### config.mk
export PLATFORM = sky130hd
export DESIGN_NAME = fft8_input_reorder_flat
export DESIGN_NICKNAME = d
export VERILOG_FILES = /design/src/rtl/fft8_pkg.sv /design/src/rtl/fft8_input_reorder_if.sv /design/src/rtl/fft8_input_reorder.sv /design/src/flat_wrapper.sv
export SDC_FILE = /design/constraint.sdc
export NUM_CORES = 1
export LEC_CHECK = 0
export ABC_AREA = 1
export CAP_MARGIN = 20
export CORE_AREA = 2 2 152 124
export DETAILED_ROUTE_END_ITERATION = 6
export DIE_AREA = 0 0 154 126
export GPL_TIMING_DRIVEN = 0
export SYNTH_ARGS = -nofsm -noshare
export SYNTH_HDL_FRONTEND = slang
export SYNTH_SLANG_ARGS = --single-unit
### constraint.sdc
create_clock -name clk -period 1.8 [get_ports clk]
set_clock_uncertainty 0.05 [all_clocks]
set_input_delay 0.27 -clock clk [delete_from_list [all_inputs] [get_ports clk]]
set_output_delay 0.27 -clock clk [all_outputs]
set_load 0.005 [all_outputs]
### src/rtl/fft8_pkg.sv
// Shared constants, sample/frame types and index bit reversal for the
// 8-point radix-2 DIT FFT datapath.
package fft8_pkg;

    localparam int DW    = 9;
    localparam int N     = 8;
    localparam int LOG2N = $clog2(N);

    typedef logic signed [DW-1:0] sample_t;
    typedef sample_t [N-1:0]      frame_t;
    typedef logic [LOG2N-1:0]     idx_t;

    function automatic idx_t bitrev(input idx_t idx);
        idx_t r;
        for (int i = 0; i < LOG2N; i++) begin
            r[i] = idx[LOG2N-1-i];
        end
        return r;
    endfunction

endpackage

### src/rtl/fft8_input_reorder_if.sv
// Serial sample stream in, parallel reordered frame out, with
// independent valid/ready handshakes on each side.
interface fft8_input_reorder_if;
    import fft8_pkg::*;

    logic    in_valid;
    logic    in_ready;
    sample_t in_data;
    logic    in_first;
    logic    out_valid;
    logic    out_ready;
    frame_t  out_data;
    logic    sync_err;

    modport slave (
        input  in_valid,
        input  in_data,
        input  in_first,
        input  out_ready,
        output in_ready,
        output out_valid,
        output out_data,
        output sync_err
    );

    modport master (
        output in_valid,
        output in_data,
        output in_first,
        output out_ready,
        input  in_ready,
        input  out_valid,
        input  out_data,
        input  sync_err
    );

endinterface

### src/rtl/fft8_input_reorder.sv
// FFT front end: writes serial samples at bit-reversed addresses into a
// ping-pong buffer and hands completed frames to the butterfly ranks.
module fft8_input_reorder
    import fft8_pkg::*;
(
    input logic            clk,
    input logic            rst_n,
    fft8_input_reorder_if.slave bus
);

    frame_t     bank [2];
    idx_t       wr_idx;
    logic       wbank;
    logic       rbank;
    logic [1:0] full;
    logic       sync_err_q;

    logic in_ready;
    logic out_valid;
    logic accept;
    logic resync;
    logic last;
    logic rel;
    idx_t waddr;

    always_comb begin
        in_ready  = !full[wbank];
        out_valid = full[rbank];
        accept    = bus.in_valid && in_ready;
        resync    = accept && bus.in_first && (wr_idx != '0);
        last      = accept && !resync && (wr_idx == idx_t'(N-1));
        rel       = out_valid && bus.out_ready;
        // A resync sample restarts the frame at arrival index 0
        waddr     = resync ? '0 : bitrev(wr_idx);
    end

    always_ff @(posedge clk or negedge rst_n) begin
        if (!rst_n) begin
            wr_idx     <= '0;
            wbank      <= 1'b0;
            rbank      <= 1'b0;
            full       <= '0;
            sync_err_q <= 1'b0;
            for (int b = 0; b < 2; b++) begin
                bank[b] <= '0;
            end
        end else begin
            sync_err_q <= resync;
            if (accept) begin
                bank[wbank][waddr] <= bus.in_data;
                if (resync) begin
                    wr_idx <= idx_t'(1);
                end else if (last) begin
                    wr_idx <= '0;
                end else begin
                    wr_idx <= wr_idx + idx_t'(1);
                end
            end
            // Fill and release always target different banks
            if (last) begin
                full[wbank] <= 1'b1;
                wbank       <= !wbank;
            end
            if (rel) begin
                full[rbank] <= 1'b0;
                rbank       <= !rbank;
            end
        end
    end

    assign bus.in_ready  = in_ready;
    assign bus.out_valid = out_valid;
    assign bus.out_data  = bank[rbank];
    assign bus.sync_err  = sync_err_q;

endmodule

### src/flat_wrapper.sv
// flat-port wrapper written by rule: the top's interface ports become plain ports
module fft8_input_reorder_flat import fft8_pkg::*;
  (clk, rst_n, bus_in_valid, bus_in_data, bus_in_first, bus_out_ready, bus_in_ready, bus_out_valid, bus_out_data, bus_sync_err);
  fft8_input_reorder_if bus_i ();
  input logic clk;
  input logic rst_n;
  input wire logic [$bits(bus_i.in_valid)-1:0] bus_in_valid;
  input wire logic [$bits(bus_i.in_data)-1:0] bus_in_data;
  input wire logic [$bits(bus_i.in_first)-1:0] bus_in_first;
  input wire logic [$bits(bus_i.out_ready)-1:0] bus_out_ready;
  output wire logic [$bits(bus_i.in_ready)-1:0] bus_in_ready;
  output wire logic [$bits(bus_i.out_valid)-1:0] bus_out_valid;
  output wire logic [$bits(bus_i.out_data)-1:0] bus_out_data;
  output wire logic [$bits(bus_i.sync_err)-1:0] bus_sync_err;
  assign bus_i.in_valid = bus_in_valid;
  assign bus_i.in_data = bus_in_data;
  assign bus_i.in_first = bus_in_first;
  assign bus_i.out_ready = bus_out_ready;
  assign bus_in_ready = bus_i.in_ready;
  assign bus_out_valid = bus_i.out_valid;
  assign bus_out_data = bus_i.out_data;
  assign bus_sync_err = bus_i.sync_err;
  fft8_input_reorder u_core (.clk(clk), .rst_n(rst_n), .bus(bus_i));
endmodule
==> metrics <==
status complete, but fails checks; failing checks negative setup slack; IO buf count 88; clock slew at reported path FFs 60 ps; setup TNS -10530 ps; DR vias/cell 5.23; Crit Path Category reg -> out; total grt overflow 0; # diodes 0; YS warnings 0; RSZ-0062 raised after global routing yes; Crit Path Max Fanout 7; DR vias 6810; # H-tree levels 4; maximum vdd drop 0.915 mV; Avg Cell Area, Syn 8.03 µm²; Reg2Reg Capture Point u_core.bank[62]$_DFFE_PN0P_; post-synthesis cell type count 27; largest net degree at the start of global routing 96; number of hold violations in the final report 0; GRT Total Usage 23.6%; Nets about 1100; Die Wd 154 µm; Crit Reg-Reg Startpoint u_core.wr_idx[0]$_DFFE_PN0P_; cell mode on critical path clkbuf_16; Synth top area share between 50% and 60%; GPL Wtd Cong 0.803; internal power about 12 mW; initial antenna violation count 0; Net Switching roughly 7.5 mW; Initial Util 39.3%; Synth Flop Type dfrtp_1; largest family of logic cells by synthesized area simple AND/OR/NAND/NOR gates; relative slew slack 46.0%; flop and latch count out of synthesis 152; routed len/inst 17.6 µm; period utilisation layout 112%; Setup WS pre-CTS -1290 ps; CP Depth 8; Compound-Gate Fraction of Synth Area 9.67%; Synth area leaders dfrtp_1, nand2_1, o21ai_0, nand3_1, inv_1; area leader, netlist dfrtp_1; Slew Viols, Final 0; critical path cell sequence buf_8 -> inv_6 -> clkbuf_16 -> clkbuf_16 -> buf_12 -> nand2_4 -> nand2_2 -> buf_2; Synth Area in XOR/XNOR 0%; Async S/R FF share, synth between 90% and 100%; post-synthesis cell area roughly 7000 µm²; placed cells between 1000 and 1500; min Tclk post-route around 2000 ps; FMAX 496 MHz; final WL roughly 23000 µm; Detail Route Antenna Nets 0; Gate power share 50.5%; router iterations before antenna repair 5; Largest stage delay, worst path about 400 ps; static leakage ~5.3 nW; Seq/Total Area, Yosys 54.1%; Worst setup EP type primary output; Clk Latency, worst-skew pair roughly 430 ps; fillers 1579; pwr/cell area 1890 nW/µm²; signal arrival time at the worst endpoint 1700 ps; post-synthesis mux area share 0%; share of cells above drive strength 1 33.4%; Buf/Inv on CP 6; area of the die a little under 20000 µm²; CTS Buf Count 17; DRC 0; endpoints failing setup 73; Post-Synth Simple-Gate Area 29.3%; Crit path max-delay family buffers and inverters; area delta synth->final 47.6%; Slew @ Worst Pin around 810 ps; number of top-level pins 89; Die H between 100 and 150 µm; Longest Clk Path Bufs 2; Layout Cells excl Fill about 1300; core area 17900 µm²; Mapped Cells 876; Startpoint Class flip-flop; global-route wire length before repair between 30000 and 40000 µm; WP data required roughly 1500 ps; adder-cell share of the synthesized area less than 1%; Syn Nets 893; most frequent cells after synthesis nand2_1, dfrtp_1, o21ai_0; hold_ws 327 ps; vias in the first global route 6456; R2R setup slack ~20 ps; reg2reg path depth 10; most frequent cell after synthesis nand2_1; Switching Share about two fifths; max_cap viols 0; CP max-delay cell dfrtp_1; Post-synth EDFFs 0; dpl hpwl 13600 µm; CTS root buf clkbuf_16; Hold/Removal Path Class in -> async; fin worst setup slack -216 ps; CTS tree built; register share of total power 29.6%; Row Count 44; Clk network pwr share 19.9%; Clock Sinks 152; initial DRC count between 600 and 700
==> layout by cell type, fill, tap and decap left out, types with 7 or more instances in the layout <==
cell             netlist  layout
nand3_1               58      55
buf_8                  0      11
o21ai_4                0       9
nand2_2                2      51
nand2_1              383     309
o21ai_0              111      77
clkdlybuf4s50_1        0      12
buf_12                 0       7
o21ai_2                1      19
nand2_4                1      25
buf_6                  3      27
dfrtp_1              152     150
nor2_4                11      15
clkbuf_8               0       7
inv_2                  7       8
buf_4                  0      45
clkbuf_16              0      31
o21ai_1               18      25
nand4_4                1      10
inv_1                 53      50
buf_2                 13      62
clkbuf_1              30      18
==> through the flow <==
stage | power (mW) | utilization, % | cell area, µm²
2_1_floorplan | 9.06 | - | 7040
3_3_place_gp | 12.5 | 45.9 | 8210
3_5_place_dp | 12.6 | 46.0 | 8230
4_1_cts | 18.2 | 54.2 | 9690
5_1_grt | 20.9 | 58.0 | 10400
6_report | 19.7 | 58.0 | 10400
==> worst max-delay path by stage <==
stage                                              to                    startpoint
after floorplan           u_core.bank[79]$_DFFE_PN0P_  u_core.wr_idx[1]$_DFFE_PN0P_
after global placement    u_core.bank[56]$_DFFE_PN0P_                         rst_n
after detailed placement             bus_out_data[33]      u_core.rbank$_DFFE_PN0P_
after CTS                            bus_out_data[38]      u_core.rbank$_DFFE_PN0P_
after global routing                 bus_out_data[34]      u_core.rbank$_DFFE_PN0P_
final                                 bus_out_data[4]      u_core.rbank$_DFFE_PN0P_
==> worst reg2reg max path, cell delays in order (launching register included) <==
cell and delay (ps):
dfrtp_2 490, inv_6 120, ha_4 150, nand2_4 50, inv_2 70, nor2_4 60, nor2_4 190, buf_6 160
nand4_4 140, nand2_2 130, nand2_1 60
==> cell type report <==
type	count	area, µm²	share of cell area (%)
sequential	152	3810	36.7
multi-input combinational	618	3450	33.2
timing repair buffer	161	1410	13.5
buffer	48	531	5.11
clock buffer	25	505	4.87
tap	230	288	2.77
inverter	62	262	2.52
clock inverter	6	136	1.31
==> cell families after synthesis <==
logic type	after synthesis
compound gates	135
fa+ha+maj	3
buf+inv	110
flops	152
simple gates	476
==> layer usage <==
metal  up-vias  part of all wire [%]  global-route usage, %
met5         -                     0                      0
met4         0                   1.7                   6.54
met3        39                   6.2                   5.85
met2       244                    45                   34.7
met1      3358                    47                   34.6
li1       3169                     -                      -
==> timing repair <==
| item | CTS | global route |
|---|---|---|
| endpoints found under the hold margin | 57 | 0 |
| hold buffers | 1 | 0 |
| endpoints found under the setup margin | 150 | 200 |
| gates resized for setup | 481 | 116 |
| cloned | 5 | 6 |
| buffers inserted | 31 | 34 |
| pin swaps | 23 | 32 |
==> power groups by stage <==
stage | Sequential (mW) | Clock (mW) | Combinational (mW)
after floorplan | 5.49 | 0 | 3.57
after global placement | 5.63 | 0 | 6.91
after detailed placement | 5.65 | 0 | 6.99
after CTS | 5.69 | 3.93 | 8.56
after global routing | 5.98 | 4.09 | 10.8
final | 5.82 | 3.91 | 9.93
==> flip-flops by register name (all words and copies together), names as in the netlist <==
name	cells
u_core.bank	144
u_core.bus.sync_err	1
u_core.full	2
u_core.rbank	1
u_core.wbank	1
u_core.wr_idx	3
(Power assumes the default switching activity.)
